<file path="src/rtl/uart_rx.sv">
// rtl/uart_rx.sv - oversampling UART receiver with ready/valid output and sticky error flags
module uart_rx #(
    parameter int OVERSAMPLE = 16,
    parameter int DATA_BITS  = 8
) (
    input  logic                 baud_clk,
    input  logic                 nrst,
    input  logic                 sin,
    input  logic                 rx_ready,
    input  logic                 err_clr,
    output logic [DATA_BITS-1:0] dout,
    output logic                 rx_valid,
    output logic                 busy_rx,
    output logic                 frame_err,
    output logic                 overrun
);

    localparam int CNT_W = $clog2(OVERSAMPLE);
    localparam int IDX_W = $clog2(DATA_BITS + 1);
    localparam logic [CNT_W-1:0] CNT_HALF = CNT_W'(OVERSAMPLE / 2 - 1);
    localparam logic [CNT_W-1:0] CNT_LAST = CNT_W'(OVERSAMPLE - 1);
    localparam logic [IDX_W-1:0] IDX_LAST = IDX_W'(DATA_BITS - 1);

    typedef enum logic [2:0] {
        IDLE,
        START,
        DATA,
        STOP,
        BREAK
    } state_t;

    state_t               state_q, state_d;
    logic [CNT_W-1:0]     cnt_q, cnt_d;
    logic [IDX_W-1:0]     idx_q, idx_d;
    logic [DATA_BITS-1:0] shift_q, shift_d;
    logic                 sync1, s_sin;
    logic                 load, set_ovr, set_ferr;

    always_ff @(posedge baud_clk) begin
        if (nrst) begin
            sync1 <= 1'b1;
            s_sin <= 1'b1;
        end else begin
            sync1 <= sin;
            s_sin <= sync1;
        end
    end

    always_ff @(posedge baud_clk) begin
        if (nrst) begin
            state_q <= IDLE;
            cnt_q   <= '0;
            idx_q   <= '0;
            shift_q <= '0;
        end else begin
            state_q <= state_d;
            cnt_q   <= cnt_d;
            idx_q   <= idx_d;
            shift_q <= shift_d;
        end
    end

    always_comb begin
        state_d  = state_q;
        idx_d    = idx_q;
        shift_d  = shift_q;
        load     = 1'b0;
        set_ovr  = 1'b0;
        set_ferr = 1'b0;
        case (state_q)
            IDLE: begin
                if (!s_sin) state_d = START;
            end
            START: begin
                // mid-start re-check rejects short glitches
                if (cnt_q == CNT_HALF) begin
                    if (!s_sin) begin
                        state_d = DATA;
                        idx_d   = '0;
                    end else begin
                        state_d = IDLE;
                    end
                end
            end
            DATA: begin
                if (cnt_q == CNT_LAST) begin
                    shift_d = {s_sin, shift_q[DATA_BITS-1:1]};
                    idx_d   = idx_q + IDX_W'(1);
                    if (idx_q == IDX_LAST) state_d = STOP;
                end
            end
            STOP: begin
                if (cnt_q == CNT_LAST) begin
                    if (s_sin) begin
                        if (!rx_valid || rx_ready) load = 1'b1;
                        else                       set_ovr = 1'b1;
                        state_d = IDLE;
                    end else begin
                        set_ferr = 1'b1;
                        state_d  = BREAK;
                    end
                end
            end
            BREAK: begin
                if (s_sin) state_d = IDLE;
            end
            default: state_d = IDLE;
        endcase

        if (state_d != state_q)   cnt_d = '0;
        else if (cnt_q == CNT_LAST) cnt_d = '0;
        else                        cnt_d = cnt_q + CNT_W'(1);
    end

    always_ff @(posedge baud_clk) begin
        if (nrst) begin
            dout      <= '0;
            rx_valid  <= 1'b0;
            frame_err <= 1'b0;
            overrun   <= 1'b0;
        end else begin
            if (load) begin
                dout     <= shift_q;
                rx_valid <= 1'b1;
            end else if (rx_valid && rx_ready) begin
                rx_valid <= 1'b0;
            end
            frame_err <= set_ferr | (frame_err & ~err_clr);
            overrun   <= set_ovr  | (overrun   & ~err_clr);
        end
    end

    assign busy_rx = (state_q != IDLE);

endmodule

</file>
<file path="config.mk">
export PLATFORM = sky130hd
export DESIGN_NAME = uart_rx
export DESIGN_NICKNAME = d
export VERILOG_FILES = /design/src/rtl/uart_rx.sv
export SDC_FILE = /design/constraint.sdc
export NUM_CORES = 1
export LEC_CHECK = 0
export CAP_MARGIN = 20
export CORE_ASPECT_RATIO = 0.9
export CORE_MARGIN = 3
export CORE_UTILIZATION = 36
export DETAILED_ROUTE_END_ITERATION = 16
export DONT_BUFFER_PORTS = 1
export SLEW_MARGIN = 20
export SYNTH_ARGS = -nofsm -noshare
export SYNTH_HDL_FRONTEND = slang
export SYNTH_SLANG_ARGS = --single-unit
</file>
<file path="constraint.sdc">
create_clock -name baud_clk -period 2.4 [get_ports baud_clk]
set_input_delay 0.6 -clock baud_clk [delete_from_list [all_inputs] [get_ports baud_clk]]
set_output_delay 0.6 -clock baud_clk [all_outputs]
set_load 0.1 [all_outputs]
</file>
==> results of run 1 <==
layout make-up:
type	count	area share
clock buffer	5	0.0416
clock inverter	3	0.0257
inverter	3	0.00681
multi-input combinational	97	0.436
sequential	32	0.387
tap	46	0.0348
timing repair buffer	15	0.0681
through the flow:
step | std cells | worst slack [ns] | utilization | instance area, µm²
final | 201 | 0.373 | 0.440 | 1650
after floorplan | 142 | 0.471 | - | 1430
after CTS | 201 | 0.369 | 0.440 | 1650
after detailed placement | 193 | 0.584 | 0.411 | 1540
after global routing | 201 | 0.294 | 0.440 | 1650
after global placement | 193 | 0.673 | 0.411 | 1540
layer usage:
metal | wire (µm) | global-route usage
met1 | 1210 | 0.132
met2 | 1220 | 0.189
met3 | 139 | 0.0550
met4 | 43 | 0.0704
met5 | 0 | 0
layout by cell type, fill, tap and decap left out, types with 2 or more instances in the layout:
cell       netlist  final
or2_2            2      2
ha_1             2      2
clkbuf_8         1      5
nor2b_1          3      3
buf_4            0     15
o21ai_0          2      2
nor4_1           4      4
a2111oi_4        2      2
inv_1            3      3
nor3b_1          2      2
nand2_1          3      3
dfxtp_1         32     32
nor3_1           3      3
or3_1            2      2
xnor2_1          3      3
a21o_1           2      2
nor2_1          25     25
a21oi_1          3      3
mux2i_1         18     18
worst max-delay path, delay by kind of cell, from the launching register on:
| family | cells | cell delay [ns] |
|---|---|---|
| flops | 1 | 0.66 |
| buf+inv | 1 | 0.28 |
| simple gates | 1 | 0.19 |
power by group through the flow:
stage	Sequential (µW)	Clock [µW]	Combinational (µW)
finish	546	516	36.1
floorplan	554	0	37.4
global placement	557	0	35.4
CTS	545	528	36.2
global route	546	555	39.6
detailed placement	558	0	36.1
worst max-delay path by stage:
| stage | startpoint | end | cells after the start |
|---|---|---|---|
| after detailed placement | state_q[1]$_SDFF_PP0_ | dout[2]$_SDFFE_PP0P_ | 5 |
| after global routing | state_q[2]$_SDFF_PP0_ | busy_rx | 2 |
| final | state_q[2]$_SDFF_PP0_ | busy_rx | 2 |
| after CTS | state_q[2]$_SDFF_PP0_ | busy_rx | 2 |
| after floorplan | state_q[0]$_SDFF_PP0_ | busy_rx | 2 |
| after global placement | cnt_q[0]$_SDFF_PP0_ | dout[0]$_SDFFE_PP0P_ | 6 |
sequential cells by signal (all words and copies together), names as in the netlist:
signal,count
overrun,1
dout,8
s_sin,1
frame_err,1
cnt_q,4
rx_valid,1
shift_q,8
sync1,1
idx_q,4
state_q,3
kinds of logic (layout without fill, tap and decap cells):
logic type / count (synthesis) / after routing / share of synthesized area
AOI/OAI and AO/OA: 17 / 17 / 0.115
xor gates and xnor gates: 4 / 4 / 0.0246
adders and majority gates: 2 / 2 / 0.0176
buffers and inverters: 13 / 26 / 0.0492
DFF: 32 / 32 / 0.450
muxes: 18 / 18 / 0.126
and+or+nand+nor: 56 / 56 / 0.218
==> impl_metrics.toml, run 1 <==
[status]
outcome = "finished clean"

[clock_network]
clk_latency_ns = 0.29
h-tree-depth = 2
path_clk_slew_ns = 0.07
cts_hold_buf = 0
cts_tree = "yes"
numCtsBuffers = 5
cts_setup_buffers = 0
clockBufferDepth = 2
clock-root-buffer = "clkbuf_8"
cts.sinks = 32
cts-resized-gates = 0

[synth]
synth.most_common_cell = "dfxtp_1"
ys_seq_elements = 32
postSynth.asyncResetShare = 0
seq_area_frac_synth = 0.450
synth_nets = 149
yosys_warnings = 0
synth_cell_types = 42
ys_top_cells_by_area = "dfxtp_1, mux2i_1, nor2_1, a2111oi_4, xnor2_1"
syn_area_um2 = 1430
syn_area_per_cell_um2 = 10.0
synth-edff-count = 0
ys.flop_type = "dfxtp_1"
synth_cells = 142
yosys-top-cells-count = "dfxtp_1, nor2_1, mux2i_1, clkbuf_1, nor4_1"
netlist.area_leader.share = 0.450
synth_top_cell_by_area = "dfxtp_1"

[min_path]
whs_path_depth = 1
hold_start = "nrst"
worstHoldPathType = "in2reg"
hold_end = "shift_q[2]$_SDFFE_PP0P_"

[place]
gp_congestion = 0.729
hpwl_mm = 1.83
port_buffers = 0

[critical_path]
reg2reg_from = "state_q[1]$_SDFF_PP0_"
cp.arrival_ns = 1.43
critPathKind = "reg2out"
critPathLaunchType = "flop"
critPathMaxStageDelay_ns = 0.66
critical_path.cell_chain = "or3_1, buf_4"
r2r-end = "dout[2]$_SDFFE_PP0P_"
rr_worst_depth = 5
end_kind = "output port"
timing.critical_path.fanout_max = 14
required_ns = 1.80
rrSetupSlack_ns = 0.59
critPathSlowestCell = "dfxtp_1"

[finish]
syn2layout_area_growth_pct = 16.1
finalNetCount = 161
multi_input_comb_area_um2 = 721
antennaDiodeCount = 0
area.sequential_um2 = 641
nFillCells = 368
drive_gt1_frac = 0.213

[floorplan]
die_h_um = 65.7
io_pins = 17
dieArea_um2 = 4750
core_area_um2 = 3760
die_w_um = 72.3
rows = 21
initial_core_util = 0.379

[route]
wire_per_inst_um = 13.0
ant_nets = 0
vias_per_cell = 5.20
drt-initial-drc-count = 41
vias = 1045
drc = 0
first_pass_iters = 4
drt_wl_total_mm = 2.62

[global_routing]
grt_pass1_wl_mm = 4.32
grt_usage = 0.120
grt_max_degree = 32
grt_pass1_vias = 959
antenna_found_initial = 0
gr-total-overflow = 0

[pwr]
p_sw_uw = 237
power_density_nw_per_um2 = 664
pwr-share-seq = 0.497
power_frac_comb = 0.033
switching_share = 0.216
finalPower_uw = 1100
p_int_uw = 861
leakage_uw = 0.000632
ir_worst_vdd_uv = 497
clkPwrFrac = 0.470

[timing]
finalSetupViolations = 0
tns_ns = 0
period_share = 0.845
hold_ws_ns = 0.381
rsz0062_at_grt = "no"
slew-limit-headroom = 0.636
drv_slew = 0
timing.fmax_mhz = 493
finalClockSkew_ns = 0.00701
tightest_slew_ns = 0.545
final-hold-violation-count = 0
min_period_ns = 2.03

[flow_run]
cap_violations = 0
No activity file was read; power rests on OpenSTA's default activity.
==> run 2: changes to the inputs <==
==> constraint.sdc (replaced) <==
create_clock -name baud_clk -period 1.7 [get_ports baud_clk]
set_input_delay 0.425 -clock baud_clk [delete_from_list [all_inputs] [get_ports baud_clk]]
set_output_delay 0.425 -clock baud_clk [all_outputs]
set_load 0.1 [all_outputs]
==> impl_metrics.toml, run 2 (synthesis results as in run 1) <==
[timing]
finalSetupViolations = 0
tightest_slew_ns = 0.341
rsz0062_at_grt = "yes"
drv_slew = 0
timing.fmax_mhz = 613
final-hold-violation-count = 0
slew-limit-headroom = 0.771
tns_ns = 0
period_share = 0.960
finalClockSkew_ns = 0.00759
min_period_ns = 1.63
hold_ws_ns = 0.203

[place]
gp_congestion = 0.768
hpwl_mm = 1.92
port_buffers = 0

[global_routing]
grt_pass1_wl_mm = 4.80
grt_max_degree = 32
grt_usage = 0.130
gr-total-overflow = 0
antenna_found_initial = 0
grt_pass1_vias = 1031

[critical_path]
critical_path.cell_chain = "or3_4, buf_12"
timing.critical_path.fanout_max = 7
critPathSlowestCell = "or3_4"
r2r-end = "dout[0]$_SDFFE_PP0P_"
crit_family = "simple AND/OR/NAND/NOR gates"
critPathMaxStageDelay_ns = 0.40
end_kind = "output port"
reg2reg_from = "cnt_q[1]$_SDFF_PP0_"
cp.arrival_ns = 1.21
crit_buf_inv = 1
critPathKind = "reg2out"
rrSetupSlack_ns = 0.09
cp.depth = 2
rr_worst_depth = 6
critPathLaunchType = "flop"
required_ns = 1.27

[floorplan]
rows = 21
core_area_um2 = 3760
die_w_um = 72.3
initial_core_util = 0.379
die_h_um = 65.7
dieArea_um2 = 4750
io_pins = 17

[clock_network]
clockBufferDepth = 2
clock-root-buffer = "clkbuf_8"
clk_latency_ns = 0.28
cts_tree = "yes"
numCtsBuffers = 5
cts.sinks = 32
h-tree-depth = 2
path_clk_slew_ns = 0.07

[finish]
drive_gt1_frac = 0.313
reg.largest.list = "dout x8, shift_q x8"
antennaDiodeCount = 0
finalNetCount = 169
nFillCells = 360
syn2layout_area_growth_pct = 24.9
final_cell_mix = "dfxtp_1, nor2_1, buf_4"
layout_commonest_cell = "dfxtp_1"

[route]
vias = 1079
first_pass_iters = 4
ant_nets = 0
wire_per_inst_um = 12.8
drc = 0
drt_wl_total_mm = 2.67
drt-initial-drc-count = 58
vias_per_cell = 5.16

[min_path]
hold_start = "nrst"
whs_path_depth = 1
worstHoldPathType = "in2reg"
hold_end = "rx_valid$_SDFFE_PP0P_"

[pwr]
leakage_uw = 0.000691
power_density_nw_per_um2 = 910
ir_worst_vdd_uv = 717
finalPower_uw = 1620

[status]
outcome = "finished clean"

[flow_run]
cap_violations = 0
-- run 2: cell count changes in the layout (fill, tap and decap cells not counted), sizes merged --
cell	delta
clkinvlp	-1
buf	+8
clkinv	-1
clkbuf	+2
-- run 2: worst max path at each step --
stage,end,slack (ns),start
global route,dout[0]$_SDFFE_PP0P_,-0.02,cnt_q[1]$_SDFF_PP0_
global placement,dout[3]$_SDFFE_PP0P_,0.09,cnt_q[0]$_SDFF_PP0_
floorplan,busy_rx,0.02,state_q[2]$_SDFF_PP0_
finish,busy_rx,0.07,state_q[2]$_SDFF_PP0_
CTS,dout[0]$_SDFFE_PP0P_,0.02,cnt_q[1]$_SDFF_PP0_
detailed placement,dout[0]$_SDFFE_PP0P_,0.02,cnt_q[0]$_SDFF_PP0_
-- run 2: worst reg2reg max path: cells and delay by family, from the launching register on --
| family | cells | cell delay [ns] |
|---|---|---|
| AND/OR/NAND/NOR | 3 | 0.53 |
| adder cells (fa/ha/maj) | 1 | 0.14 |
| flip-flops | 1 | 0.36 |
| multiplexers | 1 | 0.23 |
| buffers and inverters | 1 | 0.23 |
-- run 2: stage by stage --
stage / util / worst slack (ns) / instance area (µm²) / instances
2_1_floorplan: - / 0.0225 / 1430 / 142
3_3_place_gp: 0.429 / 0.0903 / 1610 / 200
3_5_place_dp: 0.429 / 0.0199 / 1610 / 200
4_1_cts: 0.464 / 0.0232 / 1740 / 208
5_1_grt: 0.474 / -0.0228 / 1780 / 209
6_report: 0.474 / 0.0674 / 1780 / 209
-- run 2: layout make-up --
| cell class | count | area [µm²] | area share |
|---|---|---|---|
| Multi-Input combinational cell | 97 | 749 | 0.421 |
| Inverter | 3 | 11.3 | 0.00632 |
| Tap cell | 46 | 57.6 | 0.0323 |
| Timing Repair Buffer | 23 | 185 | 0.104 |
| Sequential cell | 32 | 651 | 0.365 |
| Clock inverter | 1 | 30.0 | 0.0169 |
| Clock buffer | 7 | 96.3 | 0.0541 |
-- run 2: where the power goes --
part / total (µW) / leakage [µW] / internal, µW / switching (µW)
logic: 65.0 / 0.000365 / 32.8 / 32.2
registers: 772 / 0.000262 / 761 / 11.6
clock network: 782 / 0.0000645 / 517 / 265
total: 1620 / 0.000691 / 1310 / 309
-- run 2: layer usage --
metal,global-route usage,wire length (µm),up-vias
met5,0,0,-
met2,0.200,1240,24
met1,0.159,1230,509
li1,-,-,540
met4,0.0634,50,0
met3,0.0474,143,6
-- run 2: what timing repair did --
action / in CTS / in global routing
pin swaps: 0 / 3
buffers inserted: 0 / 1
hold buffers: 0 / 0
resized for setup: 4 / 8
endpoints found under the hold margin: 0 / 0
setup endpoints to repair: 2 / 13
==> run 3: changes to the inputs <==
--- a/config.mk
+++ b/config.mk
@@ -7,8 +7,9 @@
 export LEC_CHECK = 0
 export CAP_MARGIN = 20
 export CORE_ASPECT_RATIO = 0.9
-export CORE_MARGIN = 3
+export CORE_MARGIN = 4
 export CORE_UTILIZATION = 36
+export CTS_BUF_LIST = sky130_fd_sc_hd__clkbuf_8
 export DETAILED_ROUTE_END_ITERATION = 16
 export DONT_BUFFER_PORTS = 1
 export SLEW_MARGIN = 20
==> impl_metrics.toml, run 3 (synthesis results as in run 1) <==
[min_path]
hold_start = "nrst"
worstHoldPathType = "in2reg"

[pwr]
p_int_uw = 1150
pwr-share-seq = 0.527
finalPower_uw = 1460
leakage_uw = 0.000686
p_sw_uw = 307
power_frac_comb = 0.048
power_density_nw_per_um2 = 825
switching_share = 0.210
clkPwrFrac = 0.425
ir_worst_vdd_uv = 572

[floorplan]
rows = 21
initial_core_util = 0.379
dieArea_um2 = 5030
die_h_um = 67.7
die_w_um = 74.3
core_area_um2 = 3760
io_pins = 17

[finish]
reg.largest.list = "dout x8, shift_q x8"
syn2layout_area_growth_pct = 24.3
final_cell_mix = "dfxtp_1, nor2_1, buf_4"
antennaDiodeCount = 0
finalNetCount = 171
drive_gt1_frac = 0.305
layout_commonest_cell = "dfxtp_1"
final_area_um2 = 1770
nFillCells = 357

[critical_path]
critPathSlowestCell = "dfxtp_4"
crit_end = "dout[0]$_SDFFE_PP0P_"
critPathKind = "reg2reg"
critPathMaxStageDelay_ns = 0.37
rr_worst_depth = 6
critPathLaunch = "cnt_q[1]$_SDFF_PP0_"
crit_family = "simple AND/OR/NAND/NOR gates"
end_kind = "flop"
required_ns = 1.87
crit_buf_inv = 1
critPathLaunchType = "flop"
cp.arrival_ns = 1.86
reg2reg_from = "cnt_q[1]$_SDFF_PP0_"
rrSetupSlack_ns = 0.01
r2r-end = "dout[0]$_SDFFE_PP0P_"
cp.depth = 6
critical_path.cell_chain = "ha_4, nand4_1, nor4bb_2, buf_4, mux2i_1, nor2_1"
timing.critical_path.fanout_max = 8

[timing]
hold_ws_ns = 0.212
finalSetupViolations = 0
period_share = 0.994
final-hold-violation-count = 0
slew-limit-headroom = 0.726
finalClockSkew_ns = 0.00497
layout_setup_ws_ns = 0.0106
timing.fmax_mhz = 592
tightest_slew_ns = 0.407
min_period_ns = 1.69
rsz0062_at_grt = "yes"
drv_slew = 0

[global_routing]
grt_pass1_vias = 1024
antenna_found_initial = 0
grt_usage = 0.126
grt_max_degree = 32
grt_pass1_wl_mm = 4.77
gr-total-overflow = 0

[flow_run]
cap_violations = 0

[clock_network]
path_clk_slew_ns = 0.06
cts_tree = "yes"
numCtsBuffers = 5
clk_latency_ns = 0.28
clock-root-buffer = "clkbuf_8"
clockBufferDepth = 2
cts.sinks = 32
h-tree-depth = 2
cts_hold_buf = 0

[status]
outcome = "finished clean"

[route]
vias = 1096
first_pass_iters = 6
drt_wl_total_mm = 2.86
wire_per_inst_um = 13.6
drc = 0
vias_per_cell = 5.22
drt-initial-drc-count = 41
ant_nets = 0

[place]
place_area_um2 = 1620
hpwl_mm = 1.98
port_buffers = 0
preCtsSetupSlack_ns = 0.0122
gp_congestion = 0.810
## run 3: cell types whose count changed in the layout (fill, tap and decap cells not counted), sizes merged
cell and change:
bufinv -1, buf +2
## run 3: metal layers
layer,up-vias,GRT usage,part of all wire
met5,-,0,0
met4,0,0.0600,0.021
met3,9,0.0476,0.056
met2,27,0.199,0.46
met1,517,0.152,0.46
li1,543,-,-
## run 3: worst min path at each step
stage                             to  cells after the start
6_report       rx_valid$_SDFFE_PP0P_                      1
5_1_grt        rx_valid$_SDFFE_PP0P_                      1
4_1_cts        state_q[0]$_SDFF_PP0_                      1
3_5_place_dp        s_sin$_SDFF_PP1_                      1
3_3_place_gp        s_sin$_SDFF_PP1_                      1
2_1_floorplan       s_sin$_SDFF_PP1_                      1
## run 3: per-stage QoR
stage,utilization,TNS [ns],instances
6_report,0.472,0,210
5_1_grt,0.472,-0.566,210
4_1_cts,0.461,0,209
3_5_place_dp,0.431,0,201
3_3_place_gp,0.431,0,201
2_1_floorplan,-,0,142
## run 3: power by group through the flow
stage | sequential, µW | clock, µW | combinational, µW
after global placement | 784 | 0 | 61.9
after floorplan | 783 | 0 | 53.2
after detailed placement | 785 | 0 | 62.3
after global routing | 770 | 686 | 77.9
final | 770 | 621 | 70.8
after CTS | 766 | 633 | 66.9
## run 3: what timing repair did
item	CTS	global route
hold endpoints to repair	0	0
buffers inserted	2	1
gates cloned	0	0
setup endpoints to repair	3	19
pin swaps	2	5
gates resized for setup	4	11
## run 3: cell type report
cell class | count | area [µm²] | share of cell area
multi-input combinational | 97 | 741 | 0.418
inverter | 3 | 11.3 | 0.00636
timing repair buffer | 25 | 208 | 0.117
sequential | 32 | 658 | 0.371
clock buffer | 7 | 96.3 | 0.0544
tap | 46 | 57.6 | 0.0325
